`src/rtl/instruction_queue.sv`:
```
// Lockstep multi-channel instruction queue: edge-triggered pushes from the HPS bus,
// registered-output pops for the video processor, with occupancy and overflow status.
module instruction_queue #(
    parameter int DATA_WIDTH   = 32,
    parameter int CHANNELS     = 2,
    parameter int DEPTH        = 16,
    parameter int ADDR_BITS    = 4,
    parameter int AF_THRESHOLD = 12
) (
    input  logic                           clk,
    input  logic                           reset,
    input  logic [CHANNELS*DATA_WIDTH-1:0] data_in,
    input  logic                           wrreg,
    input  logic                           rdreq,
    input  logic                           clear_overflow,
    output logic [CHANNELS*DATA_WIDTH-1:0] q,
    output logic                           rdempty,
    output logic                           wrfull,
    output logic                           almost_full,
    output logic [ADDR_BITS:0]             used,
    output logic                           overflow
);

    localparam int WORD_WIDTH = CHANNELS * DATA_WIDTH;

    localparam logic [ADDR_BITS:0]   FULL_COUNT = (ADDR_BITS + 1)'(DEPTH);
    localparam logic [ADDR_BITS:0]   AF_COUNT   = (ADDR_BITS + 1)'(AF_THRESHOLD);
    localparam logic [ADDR_BITS:0]   USED_ONE   = (ADDR_BITS + 1)'(1);
    localparam logic [ADDR_BITS-1:0] PTR_ONE    = ADDR_BITS'(1);

    logic [WORD_WIDTH-1:0] mem [DEPTH];
    logic [ADDR_BITS-1:0]  wr_ptr;
    logic [ADDR_BITS-1:0]  rd_ptr;
    logic                  wrreg_d;

    logic push_req;
    logic pop_req;
    logic push_ok;
    logic pop_ok;
    logic push_drop;

    // Handshake: a push is offered on each wrreg rising edge and taken unless the
    // queue is full with no simultaneous pop; a pop is offered by rdreq and taken
    // whenever the queue is non-empty, with the word appearing on q after that edge.
    always_comb begin
        push_req  = wrreg & ~wrreg_d;
        pop_req   = rdreq & ~rdempty;
        pop_ok    = pop_req;
        push_ok   = push_req & (~wrfull | pop_req);
        push_drop = push_req & wrfull & ~pop_req;
    end

    always_comb begin
        rdempty     = (used == '0);
        wrfull      = (used == FULL_COUNT);
        almost_full = (used >= AF_COUNT);
    end

    // Storage is deliberately left out of reset; only the pointers define validity.
    always_ff @(posedge clk) begin
        if (!reset && push_ok) begin
            mem[wr_ptr] <= data_in;
        end
    end

    // Held high at reset so a wrreg already asserted does not look like a new edge.
    always_ff @(posedge clk) begin
        if (reset) begin
            wrreg_d <= 1'b1;
        end else begin
            wrreg_d <= wrreg;
        end
    end

    always_ff @(posedge clk) begin
        if (reset) begin
            wr_ptr <= '0;
            rd_ptr <= '0;
            q      <= '0;
        end else begin
            if (push_ok) begin
                wr_ptr <= wr_ptr + PTR_ONE;
            end
            if (pop_ok) begin
                q      <= mem[rd_ptr];
                rd_ptr <= rd_ptr + PTR_ONE;
            end
        end
    end

    always_ff @(posedge clk) begin
        if (reset) begin
            used <= '0;
        end else begin
            case ({push_ok, pop_ok})
                2'b10:   used <= used + USED_ONE;
                2'b01:   used <= used - USED_ONE;
                default: used <= used;
            endcase
        end
    end

    // A drop in the same cycle as a clear keeps the flag set.
    always_ff @(posedge clk) begin
        if (reset) begin
            overflow <= 1'b0;
        end else if (push_drop) begin
            overflow <= 1'b1;
        end else if (clear_overflow) begin
            overflow <= 1'b0;
        end
    end

endmodule

```
`config.mk`:
```
export PLATFORM = sky130hd
export DESIGN_NAME = instruction_queue
export DESIGN_NICKNAME = d
export VERILOG_FILES = /design/src/rtl/instruction_queue.sv
export SDC_FILE = /design/constraint.sdc
export NUM_CORES = 1
export LEC_CHECK = 0
export BUFFER_PORTS_ARGS = -buffer_cell sky130_fd_sc_hd__buf_2
export CAP_MARGIN = 10
export CELL_PAD_IN_SITES_DETAIL_PLACEMENT = 0
export CELL_PAD_IN_SITES_GLOBAL_PLACEMENT = 1
export CORE_AREA = 2 2 240 360
export CTS_CLUSTER_SIZE = 24
export DETAILED_ROUTE_END_ITERATION = 12
export DIE_AREA = 0 0 242 362
export PLACE_DENSITY = 0.76
export REMOVE_ABC_BUFFERS = 1
export SLEW_MARGIN = 0
export SYNTH_ARGS = -nofsm -noshare
export SYNTH_HDL_FRONTEND = slang
export SYNTH_SLANG_ARGS = --single-unit
```
`constraint.sdc`:
```
create_clock -name clk -period 4.35 [get_ports clk]
set_clock_uncertainty 0.1 [all_clocks]
set_input_delay 0.435 -clock clk [delete_from_list [all_inputs] [get_ports clk]]
set_output_delay 0.435 -clock clk [all_outputs]
set_load 0.005 [all_outputs]
```
==> summary.txt, run 1 <==
Status
  • Status: finished, final reports clean

Logic synthesis
  • Synth top area share: 0.751
  • Commonest cells in the synthesized netlist: 1024 x edfxtp_1, 256 x mux4_2, 129 x a22oi_1
  • Most common cell in the netlist: edfxtp_1
  • Mean area per synthesized cell: 22.5 µm²
  • Yosys reg bits: 1103
  • Synth area leader: edfxtp_1
  • Post-synth EDFFs: 1024
  • Synth Cell Area: 41000 µm²
  • Syn. warnings: 0
  • Ys flop type: edfxtp_1
  • Main area contributors after synthesis: edfxtp_1 75%, mux4_2 14%, dfxtp_1 3.9%
  • Distinct cell type count after synthesis: 37
  • Async S/R FF share, synth: 0
  • Post-Syn Instances: 1821
  • Register area share after synthesis: 0.789

Global route
  • GRT Overall Usage: 0.206
  • Vias in the first global route: 20500
  • First-pass GRT wire length: 133000 µm
  • Initial antenna violation count: 8
  • Pin count of the biggest net entering global routing: 70
  • GRT overflow: 0

Cells and area
  • Final Net Count: 2137
  • Area of the multi-input gates: 8330 µm²
  • Fill count: 6223
  • Area growth, synth to finish: 15.4%
  • FF/Latch Area: 32300 µm²
  • Final instance area: 47300 µm²
  • Share of layout cells above drive strength 1: 0.291
  • Cell Count, Final, Fillers Out: 3279

STA
  • Final setup fails: 0
  • Worst Max-Slew Pin Slew: 0.936 ns
  • Pins Over Slew Limit: 0
  • Rel. slew slack: 0.376
  • Fmax achieved: 0.334 GHz
  • RSZ-0062 raised after global routing: false
  • Worst hold margin: 0.0508 ns
  • Final hold vios: 0
  • Final period util: 0.688
  • Final min period: 2.99 ns

Placement
  • Dpl cells: 3038
  • DP Area: 43500 µm²
  • Final HPWL from detailed placement: 45900 µm
  • PortBufs: 141
  • Routability Congestion: 0.741

Pwr
  • Power Density: 528 nW/µm²
  • Leakage power: 14.9 nW
  • Seq pwr share: 0.486
  • Switch share: 0.241
  • Maximum VDD drop: 0.460 mV
  • Logic pwr share: 0.161
  • Net Switching: 6.00 mW
  • Cell internal pwr: 18.9 mW
  • Clock power share: 0.353

Worst setup path
  • Slowest CP cell: nor2_4
  • Max FO, Critical Path: 49
  • CP Cell Sequence: nor4_4 -> a21oi_2 -> nand2_1 -> nor2_4 -> buf_12
  • Buf/Inv on CP: 1
  • CP max stage delay: 0.64 ns
  • Crit. End Element: flop
  • Worst path required time: 4.58 ns
  • CP top delay family: simple AND/OR/NAND/NOR gates
  • CP Class: reg -> reg
  • Setup crit start kind: flop
  • CP arrival: 3.23 ns

Worst hold path
  • Min-Delay Path Class: in -> reg

Floorplan
  • DIE HEIGHT: 362 µm
  • Row count: 131
  • Die footprint: 87600 µm²
  • Initial Util: 0.484
  • Core ar.: 84600 µm²
  • Die W: 242 µm
  • Number of top-level pins: 142

Flow run
  • MaxCap Viol Count: 0

Drt
  • Antenna Nets Post-Route: 0
  • Routed vias/inst: 5.91
  • Routed WL per cell: 27.2 µm
  • Pre-Repair DR Iteration Count: 7
  • Initial drt markers: 1823
  • DRC viols: 0
  • Via count: 19400
  • Detailed Route WL: 89200 µm

Clock tree
  • Clock sinks: 1103
  • Clock transition at path regs: 0.06 ns
  • CTS tree: yes
  • TritonCTS Buffers: 99
  • H-tree levels: 3
  • Clk_lat worst skew: 0.69 ns
  • Root Driver: clkbuf_16
  • Setup bufs post-CTS: 0
  • CTS Buffer Depth: 3
worst reg2reg max path, cell delays in order (launching register included):
cell and delay (ns):
dfxtp_1 0.54, nor4_4 0.14, a21oi_2 0.40, nand2_1 0.34, nor2_4 0.64, buf_12 0.44
through the flow:
step	util	power (mW)	setup WS (ns)	TNS, ns
finish	0.559	24.9	1.36	0
CTS	0.559	25.2	1.34	0
floorplan	-	14.9	-7.51	-552.85
global placement	0.514	16.3	1.36	0
detailed placement	0.514	16.4	1.33	0
global route	0.559	25.9	1.13	0
cell type report:
type / instances / share of cell area
Inverter: 6 / 0.000476
Tap cell: 1130 / 0.0299
Clock inverter: 59 / 0.0131
Timing Repair Buffer: 239 / 0.0399
Clock buffer: 125 / 0.0562
Antenna cell: 5 / 0.000265
Sequential cell: 1103 / 0.684
Multi-Input combinational cell: 612 / 0.176
path summary, 6_finish.rpt:
check | from | to | slack, ns | depth (start not counted)
hold reg to reg | q[14]$_SDFFE_PP0P_ | q[14]$_SDFFE_PP0P_ | 0.37 | 1
setup / recovery | used[1]$_SDFFE_PP0P_ | mem[14][29]$_DFFE_PP_ | 1.36 | 5
hold / removal | data_in[51] | mem[3][51]$_DFFE_PP_ | 0.05 | 1
setup reg to reg | used[1]$_SDFFE_PP0P_ | mem[14][29]$_DFFE_PP_ | 1.36 | 5
state kept, by name, indices dropped and copies added, names as in the netlist:
register and count:
used 5, overflow 1, wrreg_d 1, rd_ptr 4, q 64, mem 1024, wr_ptr 4
routing by layer:
layer,routed length [µm],vias up,GRT usage
li1,-,8217,-
met1,34600,10300,0.270
met2,46900,736,0.359
met3,5740,131,0.0342
met4,1880,6,0.0602
met5,38,-,0
timing repair:
action,CTS,global route
hold endpoints to repair,631,0
hold buffers,52,0
gates resized for setup,0,0
power groups by stage:
stage / sequential [mW] / clock, mW / combinational [mW]
2_1_floorplan: 12.6 / 0 / 2.35
3_3_place_gp: 12.4 / 0 / 3.98
3_5_place_dp: 12.4 / 0 / 4.03
4_1_cts: 12.1 / 8.96 / 4.10
5_1_grt: 12.2 / 9.34 / 4.35
6_report: 12.1 / 8.80 / 4.02
placed cells by master (no fill, tap or decap), drive strengths merged, types with 4 or more instances in the layout:
master,count
xnor2,5
nand2,74
clkinv,38
mux4,256
a21oi,8
bufinv,11
dfxtp,79
a22oi,129
buf,187
clkbuf,125
nor2,35
nor2b,4
xor2,5
a22o,64
edfxtp,1024
clkinvlp,5
diode,5
dlygate4sd3,52
inv,11
ha,7
logic make-up after synthesis:
| logic type | Yosys count | synth area share |
|---|---|---|
| compound gates | 210 | 0.0406 |
| simple gates | 127 | 0.0135 |
| buf+inv | 106 | 0.0110 |
| flops | 1103 | 0.789 |
| xor+xnor | 10 | 0.00214 |
| fa+ha+maj | 7 | 0.00214 |
| mux | 258 | 0.141 |
No activity file was read; power rests on OpenSTA's default activity.
==> run 2, diff against run 1 <==
==> constraint.sdc (replaced) <==
create_clock -name clk -period 2.55 [get_ports clk]
set_clock_uncertainty 0.1 [all_clocks]
set_input_delay 0.255 -clock clk [delete_from_list [all_inputs] [get_ports clk]]
set_output_delay 0.255 -clock clk [all_outputs]
set_load 0.005 [all_outputs]
==> summary.txt, run 2 (synthesis gave the netlist of run 1 again) <==
Status
  • Status: finished, final reports clean (unchanged)

Floorplan
  • DIE HEIGHT: 362 µm (unchanged)
  • Row count: 131 (unchanged)
  • Initial Util: 0.484 (unchanged)
  • Die W: 242 µm (unchanged)
  • Core ar.: 84600 µm² (unchanged)
  • Number of top-level pins: 142 (unchanged)
  • Die footprint: 87600 µm² (unchanged)

Clock tree
  • Clk_lat worst skew: 0.67 ns (was 0.69 ns)
  • Root Driver: clkbuf_16 (unchanged)
  • H-tree levels: 3 (unchanged)
  • CTS Buffer Depth: 3 (unchanged)
  • CTS tree: yes (unchanged)
  • Clock transition at path regs: 0.06 ns (about the same)
  • Clock sinks: 1103 (unchanged)
  • TritonCTS Buffers: 97 (was 99)

Global route
  • Initial antenna violation count: 7 (was 8)
  • Pin count of the biggest net entering global routing: 65 (was 70)
  • GRT Overall Usage: 0.213 (was 0.206)
  • First-pass GRT wire length: 138000 µm (was 133000 µm)
  • Vias in the first global route: 21200 (was 20500)
  • GRT overflow: 0 (unchanged)

Cells and area
  • Leading registers by flop count: mem (1024), q (64), used (5) (unchanged)
  • Area of the multi-input gates: 8330 µm² (unchanged)
  • Most frequent cells in the layout: 1024 x edfxtp_1, 256 x mux4_2, 141 x buf_2 (unchanged)
  • Fill count: 6145 (was 6223)
  • Max FFs per register: 1024 (unchanged)
  • Commonest non-fill, non-tap cell in the layout: edfxtp_1 (unchanged)
  • Final instance area: 48400 µm² (was 47300 µm²)
  • Util after Layout: 0.573 (was 0.559)
  • Area growth, synth to finish: 18.2% (was 15.4%)
  • Share of layout cells above drive strength 1: 0.310 (was 0.291)
  • Final Net Count: 2212 (was 2137)
  • Most flops, register: mem (unchanged)
  • FF/Latch Area: 32300 µm² (about the same)

Worst setup path
  • Setup crit start kind: flop (unchanged)
  • Max FO, Critical Path: 5 (was 49)
  • CP Cell Sequence: nor4_4 -> a211oi_4 -> xor2_1 -> ha_1 -> or3_1 -> a21oi_1 -> a32oi_1 -> xnor2_1 -> nor2_1 (was nor4_4 -> a21oi_2 -> nand2_1 -> nor2_4 -> buf_12)
  • Worst path required time: 3.00 ns (was 4.58 ns)
  • CP arrival: 2.88 ns (was 3.23 ns)
  • Crit. End Element: flop (unchanged)
  • CP Class: reg -> reg (unchanged)
  • CP max stage delay: 0.45 ns (was 0.64 ns)
  • Slowest CP cell: nor4_4 (was nor2_4)

Placement
  • DP Area: 44500 µm² (was 43500 µm²)
  • Routability Congestion: 0.784 (was 0.741)
  • Final HPWL from detailed placement: 51400 µm (was 45900 µm)
  • PortBufs: 141 (unchanged)

Drt
  • Via count: 19800 (was 19400)
  • Routed vias/inst: 5.91 (about the same)
  • Detailed Route WL: 92000 µm (was 89200 µm)
  • Initial drt markers: 1998 (was 1823)
  • Antenna Nets Post-Route: 0 (unchanged)
  • Pre-Repair DR Iteration Count: 8 (was 7)
  • Routed WL per cell: 27.4 µm (was 27.2 µm)
  • DRC viols: 0 (unchanged)

STA
  • Worst Max-Slew Pin Slew: 0.648 ns (was 0.936 ns)
  • RSZ-0062 raised after global routing: false (unchanged)
  • Setup TNS: 0 ns (unchanged)
  • Fmax achieved: 0.412 GHz (was 0.334 GHz)
  • Rel. slew slack: 0.568 (was 0.376)
  • Final hold vios: 0 (unchanged)
  • Final setup fails: 0 (unchanged)
  • Final period util: 0.952 (was 0.688)
  • Final min period: 2.43 ns (was 2.99 ns)
  • Pins Over Slew Limit: 0 (unchanged)

Flow run
  • MaxCap Viol Count: 0 (unchanged)

Pwr
  • Leakage power: 15.4 nW (was 14.9 nW)
  • Power Density: 885 nW/µm² (was 528 nW/µm²)
  • Maximum VDD drop: 0.712 mV (was 0.460 mV)
  • Final Power: 42.9 mW (was 24.9 mW)

Worst hold path
  • Min-Delay Path Class: in -> reg (unchanged)
run 2: cell types whose count changed in the layout (fill, tap and decap cells not counted), sizes merged:
cell and delta:
clkinvlp +1, buf +59, dlygate4sd3 +18, diode -2
clkbuf -10, clkinv +10, inv -2
run 2: final timing paths:
check                                           from              endpoint  slack, ns  cells past startpoint
worst max-delay path            used[0]$_SDFFE_PP0P_  used[4]$_SDFFE_PP0P_       0.12                      9
worst min-delay path                           wrreg    wrreg_d$_SDFF_PP1_       0.25                      3
worst max register to register  used[0]$_SDFFE_PP0P_  used[4]$_SDFFE_PP0P_       0.12                      9
worst min register to register    q[47]$_SDFFE_PP0P_    q[47]$_SDFFE_PP0P_       0.38                      1
run 2: timing repair:
| item | in CTS | in global routing |
|---|---|---|
| setup buffers | 0 | 2 |
| setup endpoints to repair | 0 | 37 |
| hold buffers | 70 | 0 |
| endpoints found under the hold margin | 1030 | 0 |
| gates resized for setup | 0 | 1 |
run 2: worst max-delay path: cells and delay by family, from the launching register on:
| kind | cells | cell delay (ns) |
|---|---|---|
| AO/OA/AOI/OAI | 3 | 0.40 |
| flip-flops | 1 | 0.38 |
| AND/OR/NAND/NOR | 3 | 0.83 |
| XOR/XNOR | 2 | 0.35 |
| adder cells (fa/ha/maj) | 1 | 0.25 |
run 2: per-layer routing:
| metal | up-vias | part of all wire | GRT usage |
|---|---|---|---|
| li1 | 8367 | - | - |
| met1 | 10500 | 0.38 | 0.274 |
| met2 | 788 | 0.53 | 0.372 |
| met3 | 153 | 0.067 | 0.0357 |
| met4 | 6 | 0.026 | 0.0690 |
| met5 | - | 0.00041 | 0 |
run 2: final cells by class:
class	count	share of cell area
antenna	3	0.000155
clock buffer	115	0.0530
clock inverter	68	0.0137
inverter	6	0.000465
multi-input combinational	612	0.172
sequential	1103	0.668
tap	1130	0.0292
timing repair buffer	316	0.0637
run 2: power by group:
group,total [mW],switching (mW),internal [mW]
registers,20.6,0.368,20.2
logic,7.48,3.52,3.96
clock network,14.8,6.47,8.35
run 2: per-stage QoR:
step	std cells	worst slack, ns	hold WS [ns]
after CTS	3348	0.0640	0.205
final	3353	0.123	0.250
after global placement	3095	0.0112	0.360
after floorplan	1721	-9.31	0.224
after detailed placement	3095	0.117	0.360
after global routing	3353	0.00495	0.256
